**src/rtl/multicycle_control_if.sv**
```systemverilog
// Control bundle between the multicycle control unit and the datapath.
// Carries the instruction fields and ALU Zero flag into the controller, and
// every datapath select/enable back out.
//   master : the control unit (reads instruction fields, drives selects)
//   slave  : the datapath side (drives instruction fields, reads selects)
interface multicycle_control_if;
  logic [6:0] op;
  logic [2:0] funct3;
  logic       funct7b5;
  logic       Zero;

  logic       PCWrite;
  logic       AdrSrc;
  logic       MemWrite;
  logic       IRWrite;
  logic       RegWrite;
  logic [1:0] ResultSrc;
  logic [1:0] ALUSrcA;
  logic [1:0] ALUSrcB;
  logic [1:0] ImmSrc;
  logic [2:0] ALU_control;
  logic       instr_done;

  modport master (
    input  op, funct3, funct7b5, Zero,
    output PCWrite, AdrSrc, MemWrite, IRWrite, RegWrite, ResultSrc,
           ALUSrcA, ALUSrcB, ImmSrc, ALU_control, instr_done
  );

  modport slave (
    output op, funct3, funct7b5, Zero,
    input  PCWrite, AdrSrc, MemWrite, IRWrite, RegWrite, ResultSrc,
           ALUSrcA, ALUSrcB, ImmSrc, ALU_control, instr_done
  );
endinterface

```
**src/rtl/multicycle_control.sv**
```systemverilog
// Main control unit of the multicycle RV32I-subset core.
// Moore FSM stepping each instruction through fetch/decode/execute/memory/
// writeback, plus the immediate-format decode and the ALU decoder.
// Ports:
//   clk   : rising-edge clock
//   reset : synchronous, active-high; returns the FSM to FETCH and gates
//           all write enables low while asserted
//   bus   : multicycle_control_if.master (instruction fields + Zero in,
//           datapath selects/enables + instr_done out)
//
// state      | meaning
// -----------+-------------------------------------------------------
// FETCH      | read instruction at PC, PC <= PC + 4
// DECODE     | read registers, branch target into ALUOut
// MEMADR     | rs1 + imm for LW/SW
// MEMREAD    | read data memory at ALUOut
// MEMWB      | write loaded data to rd
// MEMWRITE   | write rs2 to data memory at ALUOut
// EXECUTER   | rs1 op rs2
// EXECUTEI   | rs1 op imm
// ALUWB      | write ALUOut to rd
// BEQ        | compare rs1/rs2, take branch on Zero
// JAL        | rd link value OldPC + 4, PC <= jump target
module multicycle_control (
  input  logic                        clk,
  input  logic                        reset,
  multicycle_control_if.master        bus
);

  localparam logic [6:0] OP_LW  = 7'b0000011;
  localparam logic [6:0] OP_SW  = 7'b0100011;
  localparam logic [6:0] OP_R   = 7'b0110011;
  localparam logic [6:0] OP_I   = 7'b0010011;
  localparam logic [6:0] OP_BEQ = 7'b1100011;
  localparam logic [6:0] OP_JAL = 7'b1101111;

  typedef enum logic [3:0] {
    S_FETCH, S_DECODE, S_MEMADR, S_MEMREAD, S_MEMWB, S_MEMWRITE,
    S_EXECUTER, S_EXECUTEI, S_ALUWB, S_BEQ, S_JAL
  } state_e;

  state_e state_q, state_d;

  logic       pc_update, branch;
  logic       adr_src, mem_write, ir_write, reg_write, instr_done;
  logic [1:0] result_src, alu_src_a, alu_src_b, alu_op;
  logic [1:0] imm_src;
  logic [2:0] alu_control;

  always_ff @(posedge clk) begin
    if (reset) state_q <= S_FETCH;
    else       state_q <= state_d;
  end

  always_comb begin
    state_d    = state_q;
    pc_update  = 1'b0;
    branch     = 1'b0;
    adr_src    = 1'b0;
    mem_write  = 1'b0;
    ir_write   = 1'b0;
    reg_write  = 1'b0;
    instr_done = 1'b0;
    result_src = 2'b00;
    alu_src_a  = 2'b00;
    alu_src_b  = 2'b00;
    alu_op     = 2'b00;
    unique case (state_q)
      S_FETCH: begin
        ir_write   = 1'b1;
        alu_src_b  = 2'b10;
        result_src = 2'b10;
        pc_update  = 1'b1;
        state_d    = S_DECODE;
      end
      S_DECODE: begin
        alu_src_a = 2'b01;
        alu_src_b = 2'b01;
        case (bus.op)
          OP_LW, OP_SW: state_d = S_MEMADR;
          OP_R:         state_d = S_EXECUTER;
          OP_I:         state_d = S_EXECUTEI;
          OP_BEQ:       state_d = S_BEQ;
          OP_JAL:       state_d = S_JAL;
          default: begin
            // illegal opcode retires here with nothing written
            state_d    = S_FETCH;
            instr_done = 1'b1;
          end
        endcase
      end
      S_MEMADR: begin
        alu_src_a = 2'b10;
        alu_src_b = 2'b01;
        state_d   = (bus.op == OP_LW) ? S_MEMREAD : S_MEMWRITE;
      end
      S_MEMREAD: begin
        adr_src = 1'b1;
        state_d = S_MEMWB;
      end
      S_MEMWB: begin
        result_src = 2'b01;
        reg_write  = 1'b1;
        instr_done = 1'b1;
        state_d    = S_FETCH;
      end
      S_MEMWRITE: begin
        adr_src    = 1'b1;
        mem_write  = 1'b1;
        instr_done = 1'b1;
        state_d    = S_FETCH;
      end
      S_EXECUTER: begin
        alu_src_a = 2'b10;
        alu_op    = 2'b10;
        state_d   = S_ALUWB;
      end
      S_EXECUTEI: begin
        alu_src_a = 2'b10;
        alu_src_b = 2'b01;
        alu_op    = 2'b10;
        state_d   = S_ALUWB;
      end
      S_ALUWB: begin
        reg_write  = 1'b1;
        instr_done = 1'b1;
        state_d    = S_FETCH;
      end
      S_BEQ: begin
        alu_src_a  = 2'b10;
        alu_op     = 2'b01;
        branch     = 1'b1;
        instr_done = 1'b1;
        state_d    = S_FETCH;
      end
      S_JAL: begin
        alu_src_a = 2'b01;
        alu_src_b = 2'b10;
        pc_update = 1'b1;
        state_d   = S_ALUWB;
      end
      default: state_d = S_FETCH;
    endcase
  end

  always_comb begin
    case (bus.op)
      OP_SW:   imm_src = 2'b01;
      OP_BEQ:  imm_src = 2'b10;
      OP_JAL:  imm_src = 2'b11;
      default: imm_src = 2'b00;
    endcase
  end

  // op[5] separates R-type (SUB allowed) from I-type (funct7b5 is imm bit)
  always_comb begin
    alu_control = 3'b000;
    case (alu_op)
      2'b01: alu_control = 3'b001;
      2'b10: begin
        case (bus.funct3)
          3'b000:  alu_control = (bus.funct7b5 & bus.op[5]) ? 3'b001 : 3'b000;
          3'b010:  alu_control = 3'b101;
          3'b110:  alu_control = 3'b011;
          3'b111:  alu_control = 3'b010;
          default: alu_control = 3'b000;
        endcase
      end
      default: alu_control = 3'b000;
    endcase
  end

  // write enables are held off while reset is asserted
  assign bus.PCWrite     = ~reset & (pc_update | (branch & bus.Zero));
  assign bus.IRWrite     = ~reset & ir_write;
  assign bus.MemWrite    = ~reset & mem_write;
  assign bus.RegWrite    = ~reset & reg_write;
  assign bus.AdrSrc      = adr_src;
  assign bus.ResultSrc   = result_src;
  assign bus.ALUSrcA     = alu_src_a;
  assign bus.ALUSrcB     = alu_src_b;
  assign bus.ImmSrc      = imm_src;
  assign bus.ALU_control = alu_control;
  assign bus.instr_done  = instr_done;

endmodule

```
**src/flat_wrapper.sv**
```systemverilog
// flat-port wrapper written by rule: the top's interface ports become plain ports
module multicycle_control_flat 
  (clk, reset, bus_op, bus_funct3, bus_funct7b5, bus_Zero, bus_PCWrite, bus_AdrSrc, bus_MemWrite, bus_IRWrite, bus_RegWrite, bus_ResultSrc, bus_ALUSrcA, bus_ALUSrcB, bus_ImmSrc, bus_ALU_control, bus_instr_done);
  multicycle_control_if bus_i ();
  input  logic clk;
  input  logic reset;
  input wire logic [$bits(bus_i.op)-1:0] bus_op;
  input wire logic [$bits(bus_i.funct3)-1:0] bus_funct3;
  input wire logic [$bits(bus_i.funct7b5)-1:0] bus_funct7b5;
  input wire logic [$bits(bus_i.Zero)-1:0] bus_Zero;
  output wire logic [$bits(bus_i.PCWrite)-1:0] bus_PCWrite;
  output wire logic [$bits(bus_i.AdrSrc)-1:0] bus_AdrSrc;
  output wire logic [$bits(bus_i.MemWrite)-1:0] bus_MemWrite;
  output wire logic [$bits(bus_i.IRWrite)-1:0] bus_IRWrite;
  output wire logic [$bits(bus_i.RegWrite)-1:0] bus_RegWrite;
  output wire logic [$bits(bus_i.ResultSrc)-1:0] bus_ResultSrc;
  output wire logic [$bits(bus_i.ALUSrcA)-1:0] bus_ALUSrcA;
  output wire logic [$bits(bus_i.ALUSrcB)-1:0] bus_ALUSrcB;
  output wire logic [$bits(bus_i.ImmSrc)-1:0] bus_ImmSrc;
  output wire logic [$bits(bus_i.ALU_control)-1:0] bus_ALU_control;
  output wire logic [$bits(bus_i.instr_done)-1:0] bus_instr_done;
  assign bus_i.op = bus_op;
  assign bus_i.funct3 = bus_funct3;
  assign bus_i.funct7b5 = bus_funct7b5;
  assign bus_i.Zero = bus_Zero;
  assign bus_PCWrite = bus_i.PCWrite;
  assign bus_AdrSrc = bus_i.AdrSrc;
  assign bus_MemWrite = bus_i.MemWrite;
  assign bus_IRWrite = bus_i.IRWrite;
  assign bus_RegWrite = bus_i.RegWrite;
  assign bus_ResultSrc = bus_i.ResultSrc;
  assign bus_ALUSrcA = bus_i.ALUSrcA;
  assign bus_ALUSrcB = bus_i.ALUSrcB;
  assign bus_ImmSrc = bus_i.ImmSrc;
  assign bus_ALU_control = bus_i.ALU_control;
  assign bus_instr_done = bus_i.instr_done;
  multicycle_control u_core (.clk(clk), .reset(reset), .bus(bus_i));
endmodule
```
**config.mk**
```make
export PLATFORM = sky130hd
export DESIGN_NAME = multicycle_control_flat
export DESIGN_NICKNAME = d
export VERILOG_FILES = /design/src/rtl/multicycle_control_if.sv /design/src/rtl/multicycle_control.sv /design/src/flat_wrapper.sv
export SDC_FILE = /design/constraint.sdc
export NUM_CORES = 1
export LEC_CHECK = 0
export ABC_AREA = 1
export BUFFER_PORTS_ARGS = -buffer_cell sky130_fd_sc_hd__buf_2
export CAP_MARGIN = 10
export CORE_MARGIN = 8
export CORE_UTILIZATION = 39
export DETAILED_ROUTE_END_ITERATION = 10
export PLACE_DENSITY = 0.74
export SKIP_CTS_REPAIR_TIMING = 1
export SLEW_MARGIN = 25
export SYNTH_ARGS = -nofsm -noshare
export SYNTH_HDL_FRONTEND = slang
export SYNTH_SLANG_ARGS = --single-unit
```
**constraint.sdc**
```tcl
create_clock -name clk -period 1.3 [get_ports clk]
set_input_delay 0.065 -clock clk [delete_from_list [all_inputs] [get_ports clk]]
set_output_delay 0.065 -clock clk [all_outputs]
set_load 0.01 [all_outputs]
```
# Yosys cells after proc, flatten, opt, wreduce, memory -nomap -nowiden
# Index checks and enable logic that the tools add are counted.
# word_totals
regBits,4
input_bits,14
wordCells,62
# op_classes
eq_ne,21
n_mux,19
bitwise,8
n_reduce_logical,13
# ops
operator,count
$pmux W4 S5,2
$eq A4 B3 Y1 const B,4
$pmux W2 S2,4
$eq A7 B6 Y1 const B,2
$eq A7 B7 Y1 const B,2
$eq A4 B4 Y1 const B,3
$pmux W3 S4,1
$reduce_or A2 Y1,6
$eq A4 B2 Y1 const B,2
$mux W1,8
$reduce_or A4 Y1,2
$eq A7 B2 Y1 const B,1
$eq A7 B5 Y1 const B,1
$and A1 B1 Y1,6
$eq A3 B3 Y1 const B,2
$pmux W2 S3,1
$pmux W3 S2,1
$reduce_or A3 Y1,2
$reduce_or A6 Y1,1
$eq A4 B1 Y1 const B,1
$logic_not A4 Y1,1
$eq A3 B2 Y1 const B,1
$logic_not A3 Y1,1
$mux W3,1
other kinds (5),5

# Longest topological paths before layout
# Gate-level depths: netlist (run 1).
# logic_depth
ltp_word,5
depth_mapped,10
depth_no_buf,9

# Worst setup path before layout (run 1)
# Ideal clock, no wire load.
# synth_path
kind,register to output
startpoint,register u_core.state_q[1]
endpoint,output port bus_ALU_control[2]
arrival_time_ns,1.386
required_ns,1.235
setup_slack_ns,-0.151
path_stages_with_launch,7
cell_sequence,dfxtp_1 -> buf_6 -> clkinv_4 -> nor2_2 -> inv_1 -> ha_1 -> nor4_1
# synth_between
elab_chain_cells,5
word_cells_on_any_way,8
# synth_lines
item,line,source
"start, declared",multicycle_control.sv:42,"state_e state_q, state_d;"
"start signal, assigned",multicycle_control.sv:52,else state_q <= state_d;
$eq A4 B3 Y1,multicycle_control.sv:68,unique case (state_q)
$reduce_or A2 Y1 (no source line),--,
$pmux W2 S2 *,multicycle_control.sv:68,
$eq A2 B2 Y1 / $eq A2 B1 Y1 (equally long branches),multicycle_control.sv:158,case (alu_op)
$pmux W3 S2 *,multicycle_control.sv:158,
"end, declared",flat_wrapper.sv:20,output wire logic [$bits(bus_i.ALU_control)-1:0] bus_ALU_control;
# Every way passes the cells marked *; elsewhere a longest branch is shown, timed or not.

# Worst setup path in the final report (run 1)
# layout_path
startpoint,register u_core.state_q[3]
endpoint,output port bus_ALU_control[2]
# The elaborated chain is that of the path after synthesis.

==> results of run 1 <==
## synth_stat cells
master	count
a21oi_1	6
inv_1	11
nor4_1	1
buf_6	1
nor2_2	7
clkinv_4	1
nand4_1	1
ha_1	2
nor2_1	14
nand3_1	9
inv_2	7
o21bai_1	1
o21ai_1	1
nor3_1	2
nor2_4	2
nand2_2	5
a21oi_2	2
dfxtp_1	4
nand2_1	26
## layout make-up
class                           instances  area share
Multi-Input combinational cell         79       0.519
Timing Repair Buffer                   42       0.265
Sequential cell                         4      0.0899
Inverter                               19      0.0833
Clock buffer                            3      0.0238
Tap cell                               15      0.0198
## power by group through the flow
stage	Sequential [mW]	Combinational, mW	Clock, mW
2_1_floorplan	0.132	0.0729	0
3_3_place_gp	0.130	0.137	0
3_5_place_dp	0.131	0.140	0
4_1_cts	0.129	0.141	0.160
5_1_grt	0.129	0.166	0.169
6_report	0.129	0.150	0.159
## logic make-up after synthesis
family	count (synthesis)	synth area share
and+or+nand+nor	67	0.555
DFF	4	0.141
buffers and inverters	20	0.154
adders and majority gates	2	0.0440
AOI/OAI and AO/OA	10	0.106
## worst max path at each step
stage,slack (ns),from,end,depth (start not counted)
5_1_grt,-0.40,u_core.state_q[3],bus_ALU_control[2],7
4_1_cts,-0.37,u_core.state_q[2],bus_ALU_control[2],9
3_5_place_dp,-0.11,u_core.state_q[2],bus_ALU_control[2],9
3_3_place_gp,-0.09,u_core.state_q[2],bus_ALU_control[0],10
6_report,-0.34,u_core.state_q[3],bus_ALU_control[2],7
2_1_floorplan,0.002,u_core.state_q[1],bus_ALU_control[0],10
## metrics by stage
step	hold WS (ns)	power, mW	util
4_1_cts	0.0708	0.429	0.648
5_1_grt	0.0687	0.464	0.709
3_5_place_dp	0.317	0.271	0.631
2_1_floorplan	0.127	0.205	-
6_report	0.0640	0.438	0.709
3_3_place_gp	0.310	0.267	0.631
## per-layer routing
metal / up-vias / global-route usage / wire [µm] / share of wire
met5: - / 0 / 0 / 0
met4: 0 / 0.0861 / 50 / 0.026
met3: 5 / 0.0138 / 115 / 0.059
met2: 25 / 0.240 / 970 / 0.50
met1: 329 / 0.124 / 811 / 0.42
li1: 411 / - / - / -
==> results.md, run 1 <==
- The slew of the pin with the lowest slew margin is 0.184 ns.
- The commonest non-fill, non-tap cell in the layout is buf_2.
- The cell depth of the worst flop-to-flop path is 9.
- The maximum fanout encountered on the critical timing path is 3.
- Fill cells in the final layout number 118.
- The power per cell area is 463 mW/mm².
- The post-placement cell count is between 150 and 200.
- Setup repair after global routing could not meet its margin everywhere.
- The biggest area contributor in the post-synthesis netlist is nand2_1.
- During placement, the flow inserted port buffers numbering 30.
- The largest registers in the layout are u_core.state_q: 4 flops.
- The delay of the slowest cell on the worst path is 0.33 ns.
- The final count of pins violating max slew came to 0.
- From bottom edge to top edge, the die measures 54.2 µm.
- The type of the tightest min-delay check is input pin to flop.
- In the layout the commonest cells are buf_2, nand2_1, nor2_1.
- The final reports fail on negative setup slack.
- Once placement finished, the instance area stood at around 840 µm².
- By area the synthesized netlist is led by nand2_1, dfxtp_1, nor2_1.
- The worst slew margin relative to its limit is 0.876.
- The sequential share of power is 0.295.
- The first global-routing pass estimated 2.81 mm of wire.
- The internal power of the cells is a little under 0.3 mW.
- The critical path's most frequent cell is inv_2.
- Summing all multi-input logic gate instances after layout gives about 490 µm².
- The yosys synthesis warning count is 0.
- TritonCTS built the clock tree.
- The final period demand of the worst path is 1.64 ns.
- Routability-driven placement finished with a final weighted congestion of 0.786.
- The final cycle utilization of the critical path is 1.26.
- Summing every instance area after synthesis gives around 570 µm².
- The cell class contributing the biggest share of worst-path delay is simple AND/OR/NAND/NOR gates.
- The detailed-placement wirelength estimate is 1.59 mm.
- Using the TritonRoute via totals, the vias-per-cell ratio works out to 4.75.
- The leakage dissipation is approximately 0.50 nW.
- The post-synthesis sequential area ratio is 0.141.
- Counting both buffers and inverters, the worst setup path holds a total of 3.
- The launch point of the worst hold path is reset.
- From left edge to right edge, the die measures around 54 µm.
- The core region is ~0.0013 mm².
- The final route contains 770 vias.
- The setup slack of the critical path after layout is -0.341 ns.
- The net count after synthesis is 119.
- The sort of element at the start of the critical path is a flop.
- The insertion delay to the later sink of the worst-skew pair is roughly 0.24 ns.
- The violation count after the first detailed-route iteration is 8.
- The length of the first detailed-routing pass in iterations is 4.
- The tree is rooted in a clkbuf_4.
- The hold violation count in the final report is 0.
- The signed area change from the synthesized netlist to the final layout is 66.5%.
- On the final layout, the worst clock skew is about 0.0040 ns.
- In the final layout, the share of cells above drive strength 1 is 0.612.
- The total setup violations reported at the end of the flow is 7.
- In this run the number of H-tree levels came out at 1.
- The worst-case register-to-register setup slack is roughly 0.12 ns.
- The cell row count is 13.
- The number of nets at the end of the flow is roughly 170.
- The remaining antenna violation count after routing is 0.
- Dividing the detail-routed wire length by the instance count gives 12.0 µm.
- The largest individual stage delay along the critical path comes from the cell dfxtp_2.
- The initial utilization of the core area, before any placement, comes to 0.426.
- The via count of the first global-routing pass is around 740.
- Based on the critical path, the design can be clocked at up to slightly above 0.6 GHz.
- The worst vdd rail ir drop is 0.335 mV.
- The flow ran to the end, but the final reports show violations.
- With fillers left out, the area of the finished cells amounts to 946 µm².
- The clock share of power is 0.363.
- The combinational group share of total power is 0.342.
- The synthesized area divided by synthesized cell count is around 5.5 µm².
- Pin placement for this block handled 31 I/O pins.
- The critical path data required time is between 1 and 1.5 ns.
- The final sum of negative setup slack is -1.04 ns.
- The critical path goes through inv_2, nand2_2, nor2_4, inv_2, ha_4, nor4_4, buf_2.
- The total detailed-routing wirelength is 1.95 mm.
- After global routing the overflow that remains totals 0.
- The clock slew seen by the registers of the worst setup and hold paths is roughly 0.04 ns.
- The flop and latch count out of synthesis is 4.
- Of the total power, the share spent switching nets is 0.332.
- The flip-flop count of the largest register after layout is 4.
- The classification of the worst setup path is flop to output pin.
- The endpoint identified for the worst register-to-register timing path is u_core.state_q[2].
- The area used by sequential logic in the layout is 85.1 µm².
- The post-layout instance count excluding filler cells is 162.
- Of the post-synthesis cell area, the dominant cell type holds 0.172.
- The maximum buffer depth of the clock tree is 2.
- The remaining design rule violation count is 0.
- The startpoint of the lowest-slack register-to-register path is u_core.state_q[3].
- Along the worst hold path, the cell count comes to 2.
- Across the run, the number of max-cap violations was 0.
- Timing analysis after detailed placement gives a worst setup slack of -0.115 ns.
- The largest net degree at the start of global routing is 8.
- The worst hold path terminates at u_core.state_q[0].
- The TritonCTS sink count is 4.
- The unique cell type count in the Yosys netlist is 19.
- The number of clock buffers added by TritonCTS is 3.
- The register with the most flip-flops is u_core.state_q.
- The number of antenna diodes is 0.
- The worst setup path is captured at an output pin.
- Across every metal layer, demand over resource in global routing totals 0.127.
- The post-synthesis instance total is about 100.
- The data arrival time of the critical path is 1.58 ns.
- The net switching power is 0.145 mW.
- The initial antenna violation count came to 0.
- The floorplan step defined a die boundary enclosing between 0.002 and 0.003 mm².
No activity file was read; power rests on OpenSTA's default activity.
==> run 2: changes to the inputs <==
==> constraint.sdc (replaced) <==
create_clock -name clk -period 1.3 [get_ports clk]
set_input_delay 0.195 -clock clk [delete_from_list [all_inputs] [get_ports clk]]
set_output_delay 0.195 -clock clk [all_outputs]
set_load 0.01 [all_outputs]
==> results.md, run 2 (same netlist as run 1, synthesis figures left out) <==
- The flow ran to the end, but the final reports show violations.
- The final reports fail on negative setup slack.
- The final period demand of the worst path is 1.75 ns (+0.105 ns).
- The final count of pins violating max slew came to 0 (unchanged).
- The TritonCTS sink count is 4 (unchanged).
- The total of fill cells in the finished design was 110 (-6.8%).
- The register with the most flip-flops is u_core.state_q.
- Relative to the synthesized area, the layout overhead comes to 73.6%.
- The final cycle utilization of the critical path is 1.34 (+0.0806).
- The placeable core area is 0.00133 mm² (unchanged).
- The hold violation count in the final report is 0 (unchanged).
- The starting density of the core came to 0.426 (unchanged).
- The cell class contributing the biggest share of worst-path delay is simple AND/OR/NAND/NOR gates.
- The worst hold slack after final layout came to 0.193 ns (+0.129 ns).
- The chip height is 54.2 µm (unchanged).
- In the final layout, the registers with the most flip-flops are u_core.state_q: 4 flops.
- The insertion delay to the later sink of the worst-skew pair is 0.24 ns (about the same).
- The length of the first detailed-routing pass in iterations is 4 (unchanged).
- The clock slew seen by the registers of the worst setup and hold paths came to 0.04 ns (about the same).
- The CTS root buffer is clkbuf_4.
- The critical path data required time came to 1.11 ns (-0.13 ns).
- STA classifies the critical path endpoint as an output pin.
- The delay of the slowest cell on the worst path is 0.33 ns (about the same).
- The detailed-placement wirelength estimate is 1.52 mm (-4.7%).
- The remaining design rule violation count is 0 (unchanged).
- The power per cell area is 453 mW/mm² (-2.1%).
- Setup repair after global routing could not meet its margin everywhere.
- The detailed-route vias per instance is 4.80 (+1.1%).
- The data arrival time of the critical path is 1.55 ns (-0.03 ns).
- The placement-stage cell area is 876 µm² (+4.0%).
- The post-route cell area is 986 µm² (+4.2%).
- The classification of the worst setup path is flop to output pin.
- The total detailed-routing wirelength is 1.90 mm (-2.5%).
- The residual overflow from global routing is 0 (unchanged).
- The area used by sequential logic in the layout is 85.1 µm² (unchanged).
- The maximum fanout encountered on the critical timing path is 3 (unchanged).
- The remaining antenna violation count after routing is 0 (unchanged).
- The slew of the pin with the lowest slew margin is 0.208 ns (+0.0242 ns).
- The largest net degree at the start of global routing was 8 (unchanged).
- The die width is 54.2 µm (unchanged).
- The violation count after the first detailed-route iteration was 17 (+9).
- The maximum buffer depth of the clock tree is 2 (unchanged).
- The global routing usage on met2 is 0.219 (-0.0210).
- The count of max-cap constraint violations was 0 (unchanged).
- met2 is the most crowded layer.
- The total setup violations reported at the end of the flow came to 16 (+9).
- The number of nets at the end of the flow is 166 (+0.61%).
- The met3 track demand over resource in global routing is 0.0193 (+0.00551).
- The global-route total usage across every layer was 0.124 (-0.00327).
- The total via count in the routed design came to 783 (+1.7%).
- The clock buffer count from CTS is 3 (unchanged).
- The highest-delay cell along the critical path is dfxtp_2.
- The initial antenna violation count is 0 (unchanged).
- The flip-flop count of the largest register after layout is 4 (unchanged).
- The type of the tightest min-delay check is input pin to flop.
- The count of H-tree levels built during CTS was 1 (unchanged).
- The die area was 0.00293 mm² (unchanged).
- The worst slew margin relative to its limit is 0.860 (-0.0163).
- The wire length of the first global-routing pass is 2.80 mm (-0.25%).
- The top cell types in the final layout, fill and taps aside, are buf_2, nand2_1, nor2_1.
- The worst vdd rail ir drop is 0.613 mV (+83%).
- Walking the worst path, the cells encountered are inv_2, nand2_4, nor2_4, inv_2, ha_4, nor4_4, buf_2.
- The leakage dissipation is 0.525 nW (+4.6%).
- The multi-input logic area is 523 µm² (+6.6%).
- The count of input and output buffers was 30 (unchanged).
- The commonest non-fill, non-tap cell in the layout is buf_2.
- The setup slack of the critical path after layout is -0.446 ns (-0.105 ns).
- The overall power of the completed layout is 0.447 mW (+2.0%).
- The core utilization of the finished layout was 0.739 (+0.0300).
- The TritonCTS clock tree is built.
- The critical path's most frequent cell is inv_2.
- The post-detailed-route wirelength per cell is 11.7 µm (-3.1%).
- The buffers plus inverters on the worst setup path is 3 (unchanged).
- The final worst clock skew is 0.00384 ns (-0.000112 ns).
- The top-level port count is 31 (unchanged).
- The upper clock frequency limit is 0.573 GHz (-6.0%).
- The cell row count came to 13 (unchanged).
- The share of final-layout standard cells stronger than drive strength 1 was 0.615 (+0.00262).
- The global-route met1 utilization is 0.143 (+0.0184).
- The sort of element at the start of the critical path is a flop.
- The number of antenna diodes is 0 (unchanged).
- The via count of the first global-routing pass was 745 (+0.95%).
- The routability-driven placement congestion ratio is 0.792 (+0.81%).
## run 2: report_power, final
| group | switching, mW | total [mW] | internal, mW |
|---|---|---|---|
| combinational | 0.0922 | 0.157 | 0.0648 |
| sequential | 0.00341 | 0.130 | 0.127 |
| clock | 0.0561 | 0.160 | 0.104 |
| total | 0.152 | 0.447 | 0.295 |
## run 2: area by class of cell
| class | count | area share |
|---|---|---|
| multi-input cells | 79 | 0.530 |
| inverters | 19 | 0.0825 |
| clock buffers | 3 | 0.0228 |
| flip-flops and latches | 4 | 0.0863 |
| well taps | 15 | 0.0190 |
| repair buffers | 43 | 0.259 |
## run 2: routing by layer
layer / up-vias / wire [µm]
met5: - / 0
met1: 343 / 816
li1: 411 / -
met4: 0 / 20
met3: 2 / 135
met2: 27 / 926
## run 2: worst paths after layout
path / startpoint / to / slack, ns / cells past startpoint
worst max-delay path: u_core.state_q[3] / bus_ALU_control[2] / -0.45 / 7
worst min-delay path: reset / u_core.state_q[0] / 0.19 / 2
worst max register to register: u_core.state_q[3] / u_core.state_q[2] / 0 / 10
worst min register to register: u_core.state_q[2] / u_core.state_q[0] / 0.65 / 3
## run 2: per-stage QoR
step	setup TNS, ns	worst slack [ns]	std cells
final	-2.70	-0.446	163
after global routing	-3.98	-0.549	163
after CTS	-2.96	-0.472	160
after detailed placement	-0.549	-0.216	157
after global placement	-0.463	-0.189	157
after floorplan	-0.181	-0.101	103
## run 2: worst reg2reg max path: stages (launching register included)
cell and delay [ns]:
dfxtp_2 0.35, inv_2 0.06, buf_4 0.12, nand2_1 0.14, nor2_4 0.06, buf_4 0.13, buf_4 0.12, nand2_1 0.06
nand3_1 0.06, nand2_1 0.06, inv_1 0.04
==> run 3: changes to the inputs <==
Settings changed: ABC_AREA 1 to not set, CORE_UTILIZATION 39 to 38, GPL_TIMING_DRIVEN set to 0, PLACE_DENSITY 0.74 to 0.73, REMOVE_ABC_BUFFERS set to 1.
==> results.md, run 3 <==
- The remaining design rule violation count is 0 (unchanged).
- The critical path is of the flop to output pin type.
- The flow ran to the end, but the final reports show violations.
- The unique cell type count in the Yosys netlist is 40 (+21).
- dfxtp_1 takes more of the synthesized area than any other cell.
- The power per cell area is 444 mW/mm² (-2.0%).
- The flip-flop count of the largest register after layout was 4 (unchanged).
- TritonCTS built the clock tree.
- The post-placement cell count is 119 (-24%).
- The clock buffer count from CTS is 3 (unchanged).
- The final cycle utilization of the critical path came to 1.40 (+0.0573).
- The yosys synthesis warning count is 0 (unchanged).
- The cell row count is 14 (+1).
- The top cell types in the final layout, fill and taps aside, are buf_2, buf_4, nor2_1, buf_6.
- The combined area of all synthesized cells came to 557 µm² (-2.0%).
- The final reports fail on negative setup slack.
- The number of nets at the end of the flow came to 148 (-11%).
- The synthesized area divided by synthesized cell count is 7.14 µm² (+29%).
- Setup repair after global routing could not meet its margin everywhere.
- The starting density of the core is 0.388 (-0.0383).
- Traced cell by cell, the critical path runs through inv_1, or2_4, inv_2, ha_4, nand4_1, a21oi_2, buf_2.
- The final worst clock skew is 0.00145 ns (-0.00239 ns).
- The worst vdd rail ir drop is 0.694 mV (+13%).
- The core utilization of the finished layout is 0.740 (+0.00121).
- The worst slew margin relative to its limit came to 0.815 (-0.0450).
- Among all stages on the critical path, the largest delay is contributed by dfxtp_4.
- Compared with the post-synthesis result, the final layout area differs by 91.0%.
- The TritonCTS sink count is 4 (unchanged).
- The upper clock frequency limit is 0.549 GHz (-4.1%).
- The post-layout instance count excluding filler cells is 146 (-10%).
- The chip height is 54.3 µm (+0.21%).
- The total detailed-routing wirelength came to 2.36 mm (+24%).
- The count of max-cap constraint violations came to 0 (unchanged).
- The number of antenna diodes came to 0 (unchanged).
- The cell with the most instances after synthesis is nor2_1.
- The async set-reset flop share out of synthesis is 0 (unchanged).
- The violation count after the first detailed-route iteration came to 10 (-7).
- The total number of cells along the worst setup path is 7 (unchanged).
- The kind of cell with the highest combined delay along the critical path is flip-flops.
- The length of the first detailed-routing pass in iterations was 4 (unchanged).
- The clock slew seen by the registers of the worst setup and hold paths came to 0.04 ns (about the same).
- The switching part of the total power came to 0.311 (-0.0283).
- The die width is 54.3 µm (+0.21%).
- The worst hold path depth was 2 (unchanged).
- The maximum buffer depth of the clock tree is 2 (unchanged).
- The post-synthesis instance total was 78 (-24%).
- The cell depth of the worst flop-to-flop path came to 5 (-5).
- The total via count in the routed design was 805 (+2.8%).
- The sort of element at the start of the critical path is a flop.
- The largest net degree at the start of global routing is 17 (+9).
- The initial antenna violation count is 0 (unchanged).
- The adder-cell share of the synthesized area is 0.0449 (+0.000891).
- The detailed-route vias per instance is 5.51 (+15%).
- The remaining antenna violation count after routing is 0 (unchanged).
- The compound-cell area share of the yosys netlist is 0.234 (+0.128).
- The sequential share of power is 0.268 (-0.023).
- The post-synthesis sequential area ratio is 0.144 (+0.00285).
- The root buffer cell chosen for the clock tree is clkbuf_4.
- The final count of pins violating max slew is 0 (unchanged).
- The placeable core area is 0.00144 mm² (+7.7%).
- The via count of the first global-routing pass was 627 (-16%).
- The residual overflow from global routing is 0 (unchanged).
- The global-route total usage across every layer came to 0.111 (-0.0123).
- The top-area cell type share of the netlist area is 0.144 (-0.0280).
- In the synthesized netlist, the cells that appear most often are nor2_1, a21oi_1, dfxtp_1, inv_1, nand2_1.
- The delay of the slowest cell on the worst path is 0.39 ns (+0.06 ns).
- The main flop type after synthesis is dfxtp_1.
- The combinational group share of total power is 0.409 (+0.058).
- The count of input and output buffers is 30 (unchanged).
- The final period demand of the worst path is 1.82 ns (+0.0745 ns).
- The data arrival time of the critical path is 1.63 ns (+0.08 ns).
- The library cell used most frequently in the layout, excluding fill and tap cells, is buf_2.
- The net switching power was 0.147 mW (-3.1%).
- The count of H-tree levels built during CTS is 1 (unchanged).
- The insertion delay to the later sink of the worst-skew pair is 0.23 ns (about the same).
- The leakage dissipation is 0.498 nW (-5.0%).
- The detailed-placement wirelength estimate is 1.29 mm (-15%).
- The clock share of power is 0.323 (-0.034).
- The post-detailed-route wirelength per cell is 16.2 µm (+39%).
- The slew of the pin with the lowest slew margin was 0.275 ns (+0.0666 ns).
- The xor/xnor share of the synthesized area came to 0.0472 (+0.0472).
- The setup slack of the critical path after layout is -0.521 ns (-0.0745 ns).
- The fraction of synthesized area in multiplexers was 0 (unchanged).
- The critical path endpoint category is an output pin.
- The count of flip-flops with a built-in enable after synthesis is 0 (unchanged).
- The main combinational cell family by area after synthesis is simple AND/OR/NAND/NOR gates.
- Ranked by total cell area, the synthesized netlist is headed by dfxtp_1, nor2_1, a21oi_1.
- The maximum fanout encountered on the critical timing path is 6 (+3).
- The register with the most flip-flops is u_core.state_q.
- The top-level port count came to 31 (unchanged).
- The routability-driven placement congestion ratio is 0.784 (-1.0%).
- The internal power of the cells came to 0.326 mW (+10%).
- The buffers plus inverters on the worst setup path is 3 (unchanged).
- The largest registers in the layout are u_core.state_q: 4 flops.
- The wire length of the first global-routing pass was 2.61 mm (-6.9%).
- The basic-gate share of the synthesized area counting and, or, nand and nor cells came to 0.443 (-0.112).
- The share of final-layout standard cells stronger than drive strength 1 is 0.685 (+0.0698).
- The flop and latch count out of synthesis is 4 (unchanged).
- The critical path data required time was 1.11 ns (about the same).
- The hold violation count in the final report is 0 (unchanged).
- The type of the tightest min-delay check is input pin to flop.
- The total of fill cells in the finished design came to 99 (-10%).
- The die area is 0.00295 mm² (+0.43%).
- The total setup violations reported at the end of the flow is 16 (unchanged).
-- run 3: cell count changes in the layout (fill, tap and decap cells not counted), sizes merged, moves of 7 or more --
cell and change:
nand2 -27, inv -14, nor2 -14, buf +11, nand3 -7
-- run 3: path summary, 6_finish.rpt --
kind / end / slack [ns] / start
max reg2reg: u_core.state_q[3] / -0.03 / u_core.state_q[3]
min reg2reg: u_core.state_q[3] / 0.55 / u_core.state_q[2]
min: u_core.state_q[3] / 0.21 / reset
max: bus_ALU_control[0] / -0.52 / u_core.state_q[1]
-- run 3: logic make-up (layout without fill, tap and decap cells) --
kind of cell / Yosys count / after routing
buffers and inverters: 9 / 61
DFF: 4 / 4
AOI/OAI and AO/OA: 18 / 18
and+or+nand+nor: 42 / 42
xor gates and xnor gates: 3 / 3
adders and majority gates: 2 / 2
-- run 3: layout make-up --
class | instances | area, µm² | area share
clock buffer | 3 | 22.5 | 0.0212
inverter | 4 | 15.0 | 0.0141
multi-input combinational | 65 | 551 | 0.518
sequential | 4 | 95.1 | 0.0894
tap | 16 | 20.0 | 0.0188
timing repair buffer | 54 | 360 | 0.339
-- run 3: power groups by stage --
stage          combinational, mW  clock (mW)  sequential (mW)
2_1_floorplan             0.0610           0            0.135
3_3_place_gp               0.115           0            0.138
3_5_place_dp               0.117           0            0.138
4_1_cts                    0.118       0.157            0.136
5_1_grt                    0.209       0.166            0.127
6_report                   0.193       0.153            0.127
-- run 3: per-layer routing --
| layer | wire (µm) | GRT usage | part of all wire | vias to the layer above |
|---|---|---|---|---|
| li1 | - | - | - | 397 |
| met1 | 1040 | 0.140 | 0.44 | 380 |
| met2 | 1190 | 0.185 | 0.50 | 28 |
| met3 | 131 | 0.0326 | 0.055 | 0 |
| met4 | 0 | 0.0205 | 0 | 0 |
| met5 | 0 | 0 | 0 | - |
-- run 3: stage by stage --
| stage | TNS (ns) | hold WS [ns] | instance area (µm²) | setup WS, ns | power, mW |
|---|---|---|---|---|---|
| 6_report | -3.82 | 0.206 | 1060 | -0.521 | 0.473 |
| 5_1_grt | -4.83 | 0.205 | 1060 | -0.598 | 0.502 |
| 4_1_cts | -6.74 | 0.207 | 716 | -0.912 | 0.411 |
| 3_5_place_dp | -3.31 | 0.451 | 693 | -0.656 | 0.255 |
| 3_3_place_gp | -3.07 | 0.447 | 693 | -0.625 | 0.252 |
| 2_1_floorplan | -1.70 | 0.274 | 523 | -0.431 | 0.196 |
-- run 3: worst reg2reg max path: stages, from the launching register on --
cell and delay [ns]:
dfxtp_4 0.37, buf_4 0.16, nor3b_4 0.21, buf_4 0.14, nand4_1 0.11, a221oi_2 0.25
